File: config.mk
export PLATFORM = sky130hd
export DESIGN_NAME = alu_arbiter
export DESIGN_NICKNAME = d
export VERILOG_FILES = /design/src/rtl/alu_arbiter.sv
export SDC_FILE = /design/constraint.sdc
export NUM_CORES = 1
export LEC_CHECK = 0
export ABC_AREA = 1
export BUFFER_PORTS_ARGS = -buffer_cell sky130_fd_sc_hd__buf_2
export CAP_MARGIN = 40
export CORE_ASPECT_RATIO = 0.6
export CORE_MARGIN = 3
export CORE_UTILIZATION = 30
export CTS_BUF_LIST = sky130_fd_sc_hd__clkbuf_16
export CTS_CLUSTER_SIZE = 24
export DETAILED_ROUTE_END_ITERATION = 16
export PLACE_DENSITY = 0.59
export REMOVE_ABC_BUFFERS = 1
export SLEW_MARGIN = 20
export SYNTH_ARGS = -nofsm -noshare
export SYNTH_HDL_FRONTEND = slang
export SYNTH_SLANG_ARGS = --single-unit
export TNS_END_PERCENT = 100
File: constraint.sdc
create_clock -name clk -period 1.09 [get_ports clk]
set_input_delay 0.218 -clock clk [delete_from_list [all_inputs] [get_ports clk]]
set_output_delay 0.218 -clock clk [all_outputs]
set_load 0.01 [all_outputs]
File: src/rtl/alu_arbiter.sv
// Shares one ALU between the main datapath (port 0) and an auxiliary requester (port 1); latency: accept -> RspValid two cycles later.
// Backpressure: one operation in flight, requests stall until the response is taken; define ALU_ARB_RR_EN for round-robin arbitration (default fixed priority).
module alu_arbiter #(
    parameter int DATA_WIDTH     = 32,
    parameter int ALU_CTRL_WIDTH = 3
) (
    input  logic                      clk,
    input  logic                      reset,

    input  logic                      ReqValid_0,
    output logic                      ReqReady_0,
    input  logic [DATA_WIDTH-1:0]     ReqSrcA_0,
    input  logic [DATA_WIDTH-1:0]     ReqSrcB_0,
    input  logic [ALU_CTRL_WIDTH-1:0] ReqCtrl_0,
    output logic                      RspValid_0,
    input  logic                      RspReady_0,
    output logic [DATA_WIDTH-1:0]     RspResult_0,
    output logic                      RspZero_0,

    input  logic                      ReqValid_1,
    output logic                      ReqReady_1,
    input  logic [DATA_WIDTH-1:0]     ReqSrcA_1,
    input  logic [DATA_WIDTH-1:0]     ReqSrcB_1,
    input  logic [ALU_CTRL_WIDTH-1:0] ReqCtrl_1,
    output logic                      RspValid_1,
    input  logic                      RspReady_1,
    output logic [DATA_WIDTH-1:0]     RspResult_1,
    output logic                      RspZero_1,

    output logic [DATA_WIDTH-1:0]     SrcA,
    output logic [DATA_WIDTH-1:0]     SrcB,
    output logic [ALU_CTRL_WIDTH-1:0] ALUControl,
    input  logic [DATA_WIDTH-1:0]     ALUResult,
    input  logic                      Zero
);

    typedef enum logic [1:0] {
        IDLE = 2'd0,
        EXEC = 2'd1,
        RESP = 2'd2
    } state_t;

    state_t                    state_q, state_d;
    logic                      grant_q, grant_d;
    logic [DATA_WIDTH-1:0]     srca_q, srca_d;
    logic [DATA_WIDTH-1:0]     srcb_q, srcb_d;
    logic [ALU_CTRL_WIDTH-1:0] ctrl_q, ctrl_d;
    logic [DATA_WIDTH-1:0]     result_q, result_d;
    logic                      zero_q, zero_d;

    logic win_0, win_1;
    logic rsp_ready_g;

    assign rsp_ready_g = grant_q ? RspReady_1 : RspReady_0;

`ifdef ALU_ARB_RR_EN
    // Pointer names the port that wins a tie; it flips away from each served port.
    logic ptr_q, ptr_d;

    always_comb begin
        if (!ptr_q) begin
            win_0 = ReqValid_0;
            win_1 = ReqValid_1 & ~ReqValid_0;
        end else begin
            win_1 = ReqValid_1;
            win_0 = ReqValid_0 & ~ReqValid_1;
        end
    end

    always_comb begin
        ptr_d = ptr_q;
        if (state_q == RESP && rsp_ready_g) begin
            ptr_d = ~grant_q;
        end
    end

    always_ff @(posedge clk) begin
        if (reset) begin
            ptr_q <= 1'b0;
        end else begin
            ptr_q <= ptr_d;
        end
    end
`else
    assign win_0 = ReqValid_0;
    assign win_1 = ReqValid_1 & ~ReqValid_0;
`endif

    always_comb begin
        state_d    = state_q;
        grant_d    = grant_q;
        srca_d     = srca_q;
        srcb_d     = srcb_q;
        ctrl_d     = ctrl_q;
        result_d   = result_q;
        zero_d     = zero_q;
        ReqReady_0 = 1'b0;
        ReqReady_1 = 1'b0;
        RspValid_0 = 1'b0;
        RspValid_1 = 1'b0;
        case (state_q)
            IDLE: begin
                ReqReady_0 = win_0;
                ReqReady_1 = win_1;
                if (win_0) begin
                    srca_d  = ReqSrcA_0;
                    srcb_d  = ReqSrcB_0;
                    ctrl_d  = ReqCtrl_0;
                    grant_d = 1'b0;
                    state_d = EXEC;
                end else if (win_1) begin
                    srca_d  = ReqSrcA_1;
                    srcb_d  = ReqSrcB_1;
                    ctrl_d  = ReqCtrl_1;
                    grant_d = 1'b1;
                    state_d = EXEC;
                end
            end
            EXEC: begin
                result_d = ALUResult;
                zero_d   = Zero;
                state_d  = RESP;
            end
            RESP: begin
                RspValid_0 = ~grant_q;
                RspValid_1 = grant_q;
                if (rsp_ready_g) begin
                    state_d = IDLE;
                end
            end
            default: begin
                state_d = IDLE;
            end
        endcase
    end

    always_ff @(posedge clk) begin
        if (reset) begin
            state_q  <= IDLE;
            grant_q  <= 1'b0;
            srca_q   <= '0;
            srcb_q   <= '0;
            ctrl_q   <= '0;
            result_q <= '0;
            zero_q   <= 1'b0;
        end else begin
            state_q  <= state_d;
            grant_q  <= grant_d;
            srca_q   <= srca_d;
            srcb_q   <= srcb_d;
            ctrl_q   <= ctrl_d;
            result_q <= result_d;
            zero_q   <= zero_d;
        end
    end

    assign SrcA        = srca_q;
    assign SrcB        = srcb_q;
    assign ALUControl  = ctrl_q;
    assign RspResult_0 = result_q;
    assign RspResult_1 = result_q;
    assign RspZero_0   = zero_q;
    assign RspZero_1   = zero_q;

endmodule

==> run_results.csv <==
group,metric,value,unit
outcome,outcome,"finished with violations",
outcome,violations,"negative setup slack",
yosys,synth_area_leaders,"dfxtp_1 40%, nand2_1 25%, nor2_1 15%",
floorplanning,design.die.area,0.0186,mm^2
floorplanning,initial_core_util,31.0,%
floorplanning,die_w,174,um
global_routing,grt_overflow,0,
worst_setup_path,path_cells,"nor2_4, nand2_4, buf_12, nor2_4, buf_6",
final_layout,drive_above_1_share,48.2,%
power,ir_drop,0.000614,V
global_routing,grt_pass1_vias,5069,
final_layout,nNetsFinal,1316,
clock_network,cts.clk_slew.worst_paths,80,ps
timing,finalCritPeriodShare,134,%
final_layout,final_common_cell,"buf_2",
worst_setup_path,crit_fanout,4,
timing,rsz0062_at_grt,"true",
power,p_total,12.0,mW
yosys,synth-seq-cells,103,
clock_network,cts_sinks,103,
worst_setup_path,worstSetupEndpointType,"output port",
final_layout,n_fill_cell,1675,
timing,relSlewSlack,79.5,%
min_path,hold_path_class,"in2reg",
worst_setup_path,path_delay_family,"flip-flops",
timing,period_minus_slack,1470,ps
timing,worst_hold_slack,77.8,ps
yosys,synth_cell_types,17,
final_layout,layout_common_cells,"288 x buf_2, 266 x nand2_1, 161 x nor2_1",
power,cellPowerDensity,1440,mW/mm^2
worst_setup_path,r2r_cells,8,
run,max_cap_viol_count,0,
yosys,synthSimpleGateAreaFrac,40.7,%
placement,hpwl,12.4,mm
clock_network,clkLatencyLatePin,340,ps
timing,slew_violations,0,
route,ant_nets,0,
yosys,synth_compound_area_share,3.53,%
yosys,syn-instance-count,842,
yosys,synth_xor_area_share,0,%
min_path,hold_depth,2,
clock_network,root_buffer,"clkbuf_16",
route,post-route-drc-count,0,
timing,finClkSkew,7.98,ps
placement,place.gp.congestion,0.794,
clock_network,numCtsBuffers,9,
worst_setup_path,critPathMaxStageDelay,340,ps
floorplanning,coreArea,0.0164,mm^2
yosys,synth_area,0.00510,mm^2
global_routing,grt_pass1_wl,25.7,mm
yosys,yosysWarnings,0,
final_layout,antenna_cells,0,
worst_setup_path,critPathLaunchType,"flop",
worst_setup_path,crit_buf_inv,2,
timing,fin_tns_setup,-18150,ps
floorplanning,row_count,36,
route,via_count,5732,
global_routing,grt_max_degree,44,
yosys,synth_fa_ha_area_share,0,%
yosys,yosys.area.top_type,"dfxtp_1",
final_layout,syn_to_final_growth,64.3,%
global_routing,track_usage,17.0,%
worst_setup_path,cp.depth,5,
worst_setup_path,cpMostUsedCell,"nor2_4",
worst_setup_path,worstPathRequired,870,ps
timing,setup_viol,100,
timing,finalHoldViolations,0,
route,firstDrtPassIters,4,
timing,worst_pin_slew,305,ps
yosys,avgSynthCellArea,6.05,um^2
global_routing,grt_antenna_before_repair,0,
worst_setup_path,cpMaxStageDelayCell,"dfxtp_2",
worst_setup_path,crit_type,"reg2out",
floorplanning,io_pins,310,
clock_network,htreeDepth,3,
timing,worst_slack,-375,ps
clock_network,cts_buffer_depth,2,
floorplanning,chipHeight,107,um
yosys,yosysSeqAreaShare,40.5,%
placement,portBuffers,309,
route,drtIter0Drc,218,
power,leakagePower,4.61,nW
route,wl,18.0,mm
worst_setup_path,critPathArrivalTime,1250,ps
timing,max_freq,683,MHz
yosys,muxShareOfSynthArea,0,%
clock_network,cts_tree,"done",
route,wl_per_cell,13.1,um
yosys,synth_top_family_by_area,"simple AND/OR/NAND/NOR gates",
clock_network,cts_hold_buf,0,
route,routed_via_density,4.17,
yosys,netlist.area_leader.share,40.5,%
-- report_power, final --
group / switching [mW] / internal, mW / leakage, nW
Sequential: 0.273 / 4.24 / 0.869
Combinational: 2.16 / 2.08 / 3.60
Clock: 1.50 / 1.79 / 0.144
Total: 3.94 / 8.11 / 4.61
-- logic make-up after synthesis --
logic type | Yosys count
buffers and inverters | 154
and+or+nand+nor | 549
DFF | 103
AOI/OAI and AO/OA | 36
-- through the flow --
step                      instances  cell area [um^2]  util, %  setup slack [ps]
after floorplan                 763              4600        -              -822
after CTS                      1358              7430     45.2              -361
after global placement         1338              6940     42.2              -168
after detailed placement       1338              6940     42.2              -200
final                          1376              8380     51.0              -375
after global routing           1376              8380     51.0              -440
-- routing by layer --
layer	global-route usage (%)	wire, um	vias to the layer above
met4	3.15	98	0
li1	-	-	3045
met5	0	0	-
met1	24.1	8660	2502
met3	5.63	1400	12
met2	25.5	7810	173
-- cell usage after synthesis --
cell      number
nand2_1      338
nor2_1       207
dfxtp_1      103
inv_1         72
buf_4         36
o21ai_0       34
buf_2         22
clkbuf_1      15
buf_6          5
a21oi_1        2
inv_2          2
buf_1          1
inv_4          1
nand2_2        1
nand2_4        1
nand3_1        1
nor2_2         1
-- final cells by class --
type,instances,area (um^2),share of cell area [%]
inverters,75,297,3.54
well taps,228,285,3.41
flip-flops and latches,103,2120,25.3
clock inverters,7,71.3,0.851
multi-input cells,585,2680,32.0
repair buffers,369,2700,32.2
clock buffers,9,225,2.69
-- worst paths after layout --
check,from,endpoint,slack [ps]
worst min-delay path,reset,state_q[0],80
worst max register to register,state_q[1],SrcB[7],-320
worst max-delay path,state_q[1],ReqReady_1,-380
worst min register to register,RspResult_0[9],RspResult_0[9],490
-- state kept, by name, indices dropped and copies added (netlist names) --
| name | flops |
|---|---|
| RspResult_0 | 32 |
| SrcA | 32 |
| SrcB | 32 |
| ALUControl | 3 |
| state_q | 2 |
| RspZero_0 | 1 |
| grant_q | 1 |
-- repair_timing --
action                     CTS  global route
setup endpoints to repair   90           166
pin swaps                    5            36
cloned                       3            13
buffers inserted             2             5
hold endpoints to repair     0             0
resized for setup           39           221
Power figures use the tool's default switching activity.
